**src/rtl/seg_scan_driver_pkg.sv**
```systemverilog
// Shared constants for the two-digit multiplexed seven-segment scanner.
package seg_scan_driver_pkg;
  localparam int DIV_W_DEF = 10;
  localparam int BLANK_DEF = 16;

  // Segment patterns for hex 0..F, segment a = bit 0 .. g = bit 6
  localparam logic [6:0] HEX7SEG [16] = '{
    7'h3F, 7'h06, 7'h5B, 7'h4F, 7'h66, 7'h6D, 7'h7D, 7'h07,
    7'h7F, 7'h6F, 7'h77, 7'h7C, 7'h39, 7'h5E, 7'h79, 7'h71
  };
endpackage

```
**src/rtl/seg_scan_driver_hex7seg.sv**
```systemverilog
// Combinational hex nibble to seven-segment pattern lookup.
module hex7seg
  import seg_scan_driver_pkg::*;
(
  input  logic [3:0] hex,
  output logic [6:0] seg
);
  assign seg = HEX7SEG[hex];
endmodule

```
**src/rtl/seg_scan_driver.sv**
```systemverilog
// Two-digit time-multiplexed seven-segment driver with per-slot blanking,
// frame-synchronous display update, leading-zero suppression and blink.
module seg_scan_driver
  import seg_scan_driver_pkg::*;
#(
  parameter int DIV_W = DIV_W_DEF,
  parameter int BLANK = BLANK_DEF
) (
  input  logic       clk,
  input  logic       rst_n,
  input  logic       in_valid,
  input  logic [7:0] in_data,
  output logic       in_ready,
  input  logic       lz_en,
  input  logic       blink,
  input  logic       seg_invert,
  output logic [1:0] digit_sel,
  output logic [6:0] segments,
  output logic       frame_tick
);
  logic [DIV_W-1:0] cnt;
  logic             act;
  logic [7:0]       disp, pend;
  logic             pend_full;
  logic [4:0]       fcnt;
  logic [1:0]       raw_sel;
  logic [6:0]       raw_seg;

  logic       wrap, boundary, blanking, seg_off;
  logic [3:0] nib;
  logic [6:0] seg_lut;

  assign wrap     = &cnt;
  assign boundary = wrap & act;
  assign blanking = cnt < DIV_W'(BLANK);
  assign nib      = act ? disp[7:4] : disp[3:0];
  assign seg_off  = blanking | (blink & fcnt[4]) | (lz_en & act & (disp[7:4] == 4'h0));

  hex7seg u_hex (.hex(nib), .seg(seg_lut));

  always_ff @(posedge clk) begin
    if (!rst_n) begin
      cnt        <= '0;
      act        <= 1'b0;
      disp       <= 8'h00;
      pend       <= 8'h00;
      pend_full  <= 1'b0;
      fcnt       <= 5'd0;
      raw_sel    <= 2'b00;
      raw_seg    <= 7'h00;
      frame_tick <= 1'b0;
    end else begin
      cnt        <= cnt + DIV_W'(1);
      if (wrap) act <= ~act;
      if (boundary) fcnt <= fcnt + 5'd1;
      frame_tick <= boundary;
      raw_sel    <= blanking ? 2'b00 : {act, ~act};
      raw_seg    <= seg_off ? 7'h00 : seg_lut;
      // A full pend blocks new accepts, so boundary load and accept never collide
      if (boundary && pend_full) begin
        disp      <= pend;
        pend_full <= 1'b0;
      end else if (in_valid && !pend_full) begin
        pend      <= in_data;
        pend_full <= 1'b1;
      end
    end
  end

  assign in_ready  = ~pend_full;
  assign digit_sel = raw_sel ^ {2{seg_invert}};
  assign segments  = raw_seg ^ {7{seg_invert}};
endmodule

```
**config.mk**
```make
export PLATFORM = sky130hd
export DESIGN_NAME = seg_scan_driver
export DESIGN_NICKNAME = d
export VERILOG_FILES = /design/src/rtl/seg_scan_driver_pkg.sv /design/src/rtl/seg_scan_driver_hex7seg.sv /design/src/rtl/seg_scan_driver.sv
export SDC_FILE = /design/constraint.sdc
export NUM_CORES = 1
export LEC_CHECK = 0
export CORE_MARGIN = 8
export CORE_UTILIZATION = 30
export DETAILED_ROUTE_END_ITERATION = 8
export SLEW_MARGIN = 20
export SYNTH_ARGS = -nofsm -noshare
export SYNTH_HDL_FRONTEND = slang
export SYNTH_HIERARCHICAL = 1
export SYNTH_SLANG_ARGS = --single-unit
```
**constraint.sdc**
```tcl
create_clock -name clk -period 3.4 [get_ports clk]
set_input_delay 0.34 -clock clk [delete_from_list [all_inputs] [get_ports clk]]
set_output_delay 0.34 -clock clk [all_outputs]
set_load 0.05 [all_outputs]
```
Yosys cells after proc, flatten, opt, wreduce, memory -nomap -nowiden
Memory sizes are Yosys's and may differ from the RTL's. A register that Yosys moved wholly into a read port is not among the register bits.
Index checks and enable logic that the tools add are counted.
Word-level totals
  bits in registers: 36
  memory bits (read-only): 112
  word-level logic and storage cells: 35
  memories: 1
  input port bits: 14
Cells by class
  order comparisons: 1
  bitwise operators: 13
  mux-type cells: 1
  reductions and logical operators: 9
  add/subtract/negate cells: 2
Memory list
  (no name shown): words 16, bits a word 7, rd ports 1, clocked after Yosys merged registers in 1, wr ports 0, line seg_scan_driver_hex7seg.sv:8  | assign seg = HEX7SEG[hex];
Operator list (number)
  adder 10 x 1 -> 10 bit, second input constant: 1
  < comparator 10 x 5 -> 1 bit, second input constant: 1
  AND reduction 10 bit: 1
  XOR 7 bit: 1
  OR reduction 2 bit: 3
  adder 5 x 1 -> 5 bit, second input constant: 1
  NOT 4 -> 5 bit: 1
  bitwise AND 1 bit: 4
  zero test 4 bit: 1
  two-way mux 4 bit: 1
  NOT 1 bit: 4
  logical AND 1 bit: 2
  bitwise OR 1 bit: 2
  AND reduction 2 bit: 1
  XOR 2 bit: 1
  zero test 1 bit: 1

Logic depth before layout (Yosys ltp)
  depth after elaboration: 5
  depth in mapped cells: 8
  mapped depth without buffers: 7

Cells and area by module
The synthesis kept the hierarchy.
By module, submodules not included
  seg_scan_driver: instances 1, area an instance 1815.5 um2, cells an instance 204, seq. area each 860.8 um2
  hex7seg: instances 1, area an instance 290.3 um2, cells an instance 33, seq. area each 0.0 um2

Worst setup path before layout
Ideal clock, no wire load.
  path kind: flip-flop to flip-flop
  start: reg act
  end: reg raw_seg[3]
  cell stages (with the launch flop): 9
  data arrival time: 1915 ps
  buffers on the path: 1
  data required time: 3260 ps
  library setup time: 140 ps
  period minus slack after synthesis: 2056 ps
  setup slack: 1344 ps
  cell sequence: dfxtp_1 > clkbuf_1 > mux2_2 > inv_1 > ha_1 > inv_1 > mux4_1 > inv_1 > nor3_1
Between the ends
  elaborated cells between the ends (all ways): 6
  those cells by class: mux: 1; bitwise: 4; reduce/logical: 1
RTL lines
  from (decl): line seg_scan_driver.sv:22  | logic act;
  from (signal assigned): line seg_scan_driver.sv:54  | if (wrap) act <= ~act;
  two-way mux 4 bit: line seg_scan_driver.sv:36  | assign nib = act ? disp[7:4] : disp[3:0];
  via nib[1]: line seg_scan_driver.sv:30  | logic [3:0] nib;
  NOT 4 -> 5 bit (not written as such): line seg_scan_driver_hex7seg.sv:8
  to (decl): line seg_scan_driver.sv:27  | logic [6:0] raw_seg;
The timed path passes the listed nets, and every way through them passes these cells.
A chain may end at the register's enable or synchronous reset.

Final worst setup path
  start: in seg_invert
  end: out segments[1]
Between the ends
  cells in the longest elaborated chain, start to end: 1
Ends and longest elaborated chain
  from (decl): line seg_scan_driver.sv:16  | input logic seg_invert,
  XOR 7 bit: line seg_scan_driver.sv:72  | assign segments = raw_seg ^ {7{seg_invert}};
  to (decl): line seg_scan_driver.sv:18  | output logic [6:0] segments,
Every way passes these cells.

==> qor.txt <==
Result of the run: completed
Setup violators final: 0
Leakage component of the power: 0.941 nW
Min-delay worst type: flip-flop to flip-flop
Number of non-filler instances in the completed layout: 356
FMAX: 406 MHz
Max Fanout on Critical Path: 9
Top-level port count: 25
Unrepaired setup endpoints after global routing: false
Async SR Flop Fraction: 0%
Sum of net half-perimeters after detailed placement: 2.76 mm
Detailed-route vias per instance: 4.40
Final std cell area, no fill: 2540 um^2
Effective utilization at floorplan: 31.0%
Largest net degree at the start of global routing: 31
Routed wire length: 3.89 mm
Count of hold buffers inserted by post-cts repair: 0
Cells resized by post-CTS repair: 0
Power per cell area: 397 nW/um^2
Utilization after layout: 37.4%
Detailed-route via count: 1567
All-layer global routing usage: 8.24%
Critical Setup Path Class: primary input to output port
Setup Skew: 0.00902 ns
Register bit total from synthesis: 43
Signed area change from the synthesized netlist to the final layout: 20.8%
Post-synthesis cell area: 2110 um^2
Measured slew at the worst slew-check pin: 0.678 ns
Number of sinks handled by clock tree synthesis: 43
Vias in the first global route: 1502
Fraction of final layout cells with drive strength greater than 1: 8.08%
Required time at the endpoint of the critical path: 3.06 ns
CTS tree: done
Htree depth: 2
Number of rows in the core area: 30
Inserted Diodes: 0
Top_reg_cell synth: sky130_fd_sc_hd__dfxtp_1
Max rail drop VDD: 0.000154 V
Worst EP arrival: 2.12 ns
Buffer count from post-CTS setup fixing: 0
CTS clk-pin slew, worst paths: 0.09 ns
Drt drc: 0
DIE WIDTH: 99.8 um
Final antenna-violating net count: 0
Core footprint: 6790 um^2
Instance count after placement with tap cells included: 348
Register area share after synthesis: 40.9%
Final critical-path share of the clock period: 72.4%
Clock insertion delay at the later pin of the skew report: 0.30 ns
Accumulated negative setup slack: 0 ns
Total power consumption of the routed design: 0.00101 W
Final Net Count: 282
First-pass GRT wire length: 6.82 mm
Inserted Clock Buffers: 5
Number of flops mapped to enable cells by yosys: 0
Number of antenna violations at the first check in global routing: 0
Die height: 99.8 um
Synth Warn #: 6
Routed length per instance: 10.9 um
First drt pass iteration count: 4
Area of placed instances: 2430 um^2
# fillers: 712
Post-synth cell types: 38
Number of DRC markers in iteration 0: 68
Most common library cell in the layout ignoring fill and taps: sky130_fd_sc_hd__dfxtp_1
Worst slew margin: 54.5%
Number of instances in the synthesized netlist: 237
Clock Path Buffers: 2
Mean Syn Cell Area: 8.89 um^2
Type of element launching the critical path: primary input
Commonest cells after routing, fill and taps aside: sky130_fd_sc_hd__dfxtp_1, sky130_fd_sc_hd__nand2_1, sky130_fd_sc_hd__clkdlybuf4s50_1, sky130_fd_sc_hd__a21oi_1, sky130_fd_sc_hd__inv_1
Clock Tree Root: sky130_fd_sc_hd__clkbuf_8
Number of violations of the max-capacitance limit: 0
RD Place Congestion: 0.790
Slew Limit Fails: 0
Die Outline Area: 9960 um^2
Number of hold-slack violations in the final timing report: 0
Grt total ovfl: 0
Count of buffers from port buffering: 24
Number of nets in the synthesized netlist: 260
CP endpoint kind: output port
Final period demand of the worst path: 2.46 ns
## metrics by stage
stage          hold WS, ns  worst slack (ns)
2_1_floorplan        0.430              1.34
3_3_place_gp         0.442             0.923
3_5_place_dp         0.450             0.903
4_1_cts              0.463             0.899
5_1_grt              0.484             0.860
6_report             0.459             0.940
## final timing paths
check	from	to	slack, ns	depth (start not counted)
max	seg_invert	segments[1]	0.94	3
min	pend[2]	pend[2]	0.46	2
max reg2reg	cnt[0]	disp[1]	1.27	4
min reg2reg	pend[2]	pend[2]	0.46	2
## critical path, cell delays in order
cell and delay (ns):
sky130_fd_sc_hd__clkdlybuf4s50_1 0.76, sky130_fd_sc_hd__xor2_1 0.19, sky130_fd_sc_hd__clkdlybuf4s50_1 0.83
## per-layer routing
metal	global-route usage [%]	share of wire (%)
met1	10.5	53
met2	12.4	40
met3	2.28	4.2
met4	4.19	2.0
met5	0	0
## Yosys cell counts (6+ instances only)
library cell | number | area share [%]
sky130_fd_sc_hd__mux2_2 | 6 | 3.2
sky130_fd_sc_hd__nand2_1 | 42 | 7.5
sky130_fd_sc_hd__nor2_1 | 7 | 1.2
sky130_fd_sc_hd__dfxtp_1 | 43 | 41
sky130_fd_sc_hd__ha_1 | 9 | 5.3
sky130_fd_sc_hd__nor3_1 | 10 | 2.4
sky130_fd_sc_hd__inv_1 | 17 | 3.0
sky130_fd_sc_hd__a21oi_1 | 18 | 4.3
sky130_fd_sc_hd__mux2i_1 | 15 | 7.1
sky130_fd_sc_hd__nand2b_1 | 6 | 1.8
sky130_fd_sc_hd__clkbuf_1 | 8 | 1.4
sky130_fd_sc_hd__xor2_1 | 11 | 4.6
## cells by family (layout without fill, tap and decap cells)
kind of cell / after synthesis / count (layout) / synth area share, %
AND/OR/NAND/NOR: 91 / 91 / 22.3
flip-flops: 43 / 43 / 40.9
AO/OA/AOI/OAI: 30 / 30 / 8.62
buffers and inverters: 29 / 52 / 5.58
multiplexers: 23 / 23 / 12.3
XOR/XNOR: 12 / 12 / 4.99
adder cells (fa/ha/maj): 9 / 9 / 5.35
## state kept, by name (all words and copies together), names as in the netlist
signal and count:
raw_sel 2, raw_seg 7, pend 8, fcnt 5, pend_full 1, frame_tick 1
disp 8, cnt 10, act 1
## power by group
part           total [W]  switching, W  internal (W)
combinational  0.0000884     0.0000524     0.0000360
sequential      0.000518    0.00000614      0.000512
clock           0.000404      0.000185      0.000219
total            0.00101      0.000243      0.000767
## area by class of cell
class                      count  area, um^2  share of cell area, %
tap                           96         120                   4.72
clock inverter                 3        43.8                   1.72
inverter                      18        67.6                   2.66
multi-input combinational    165        1130                   44.3
sequential                    43         861                   33.8
clock buffer                   5        68.8                   2.71
timing repair buffer          26         255                   10.0
No activity file was read; power rests on OpenSTA's default activity.
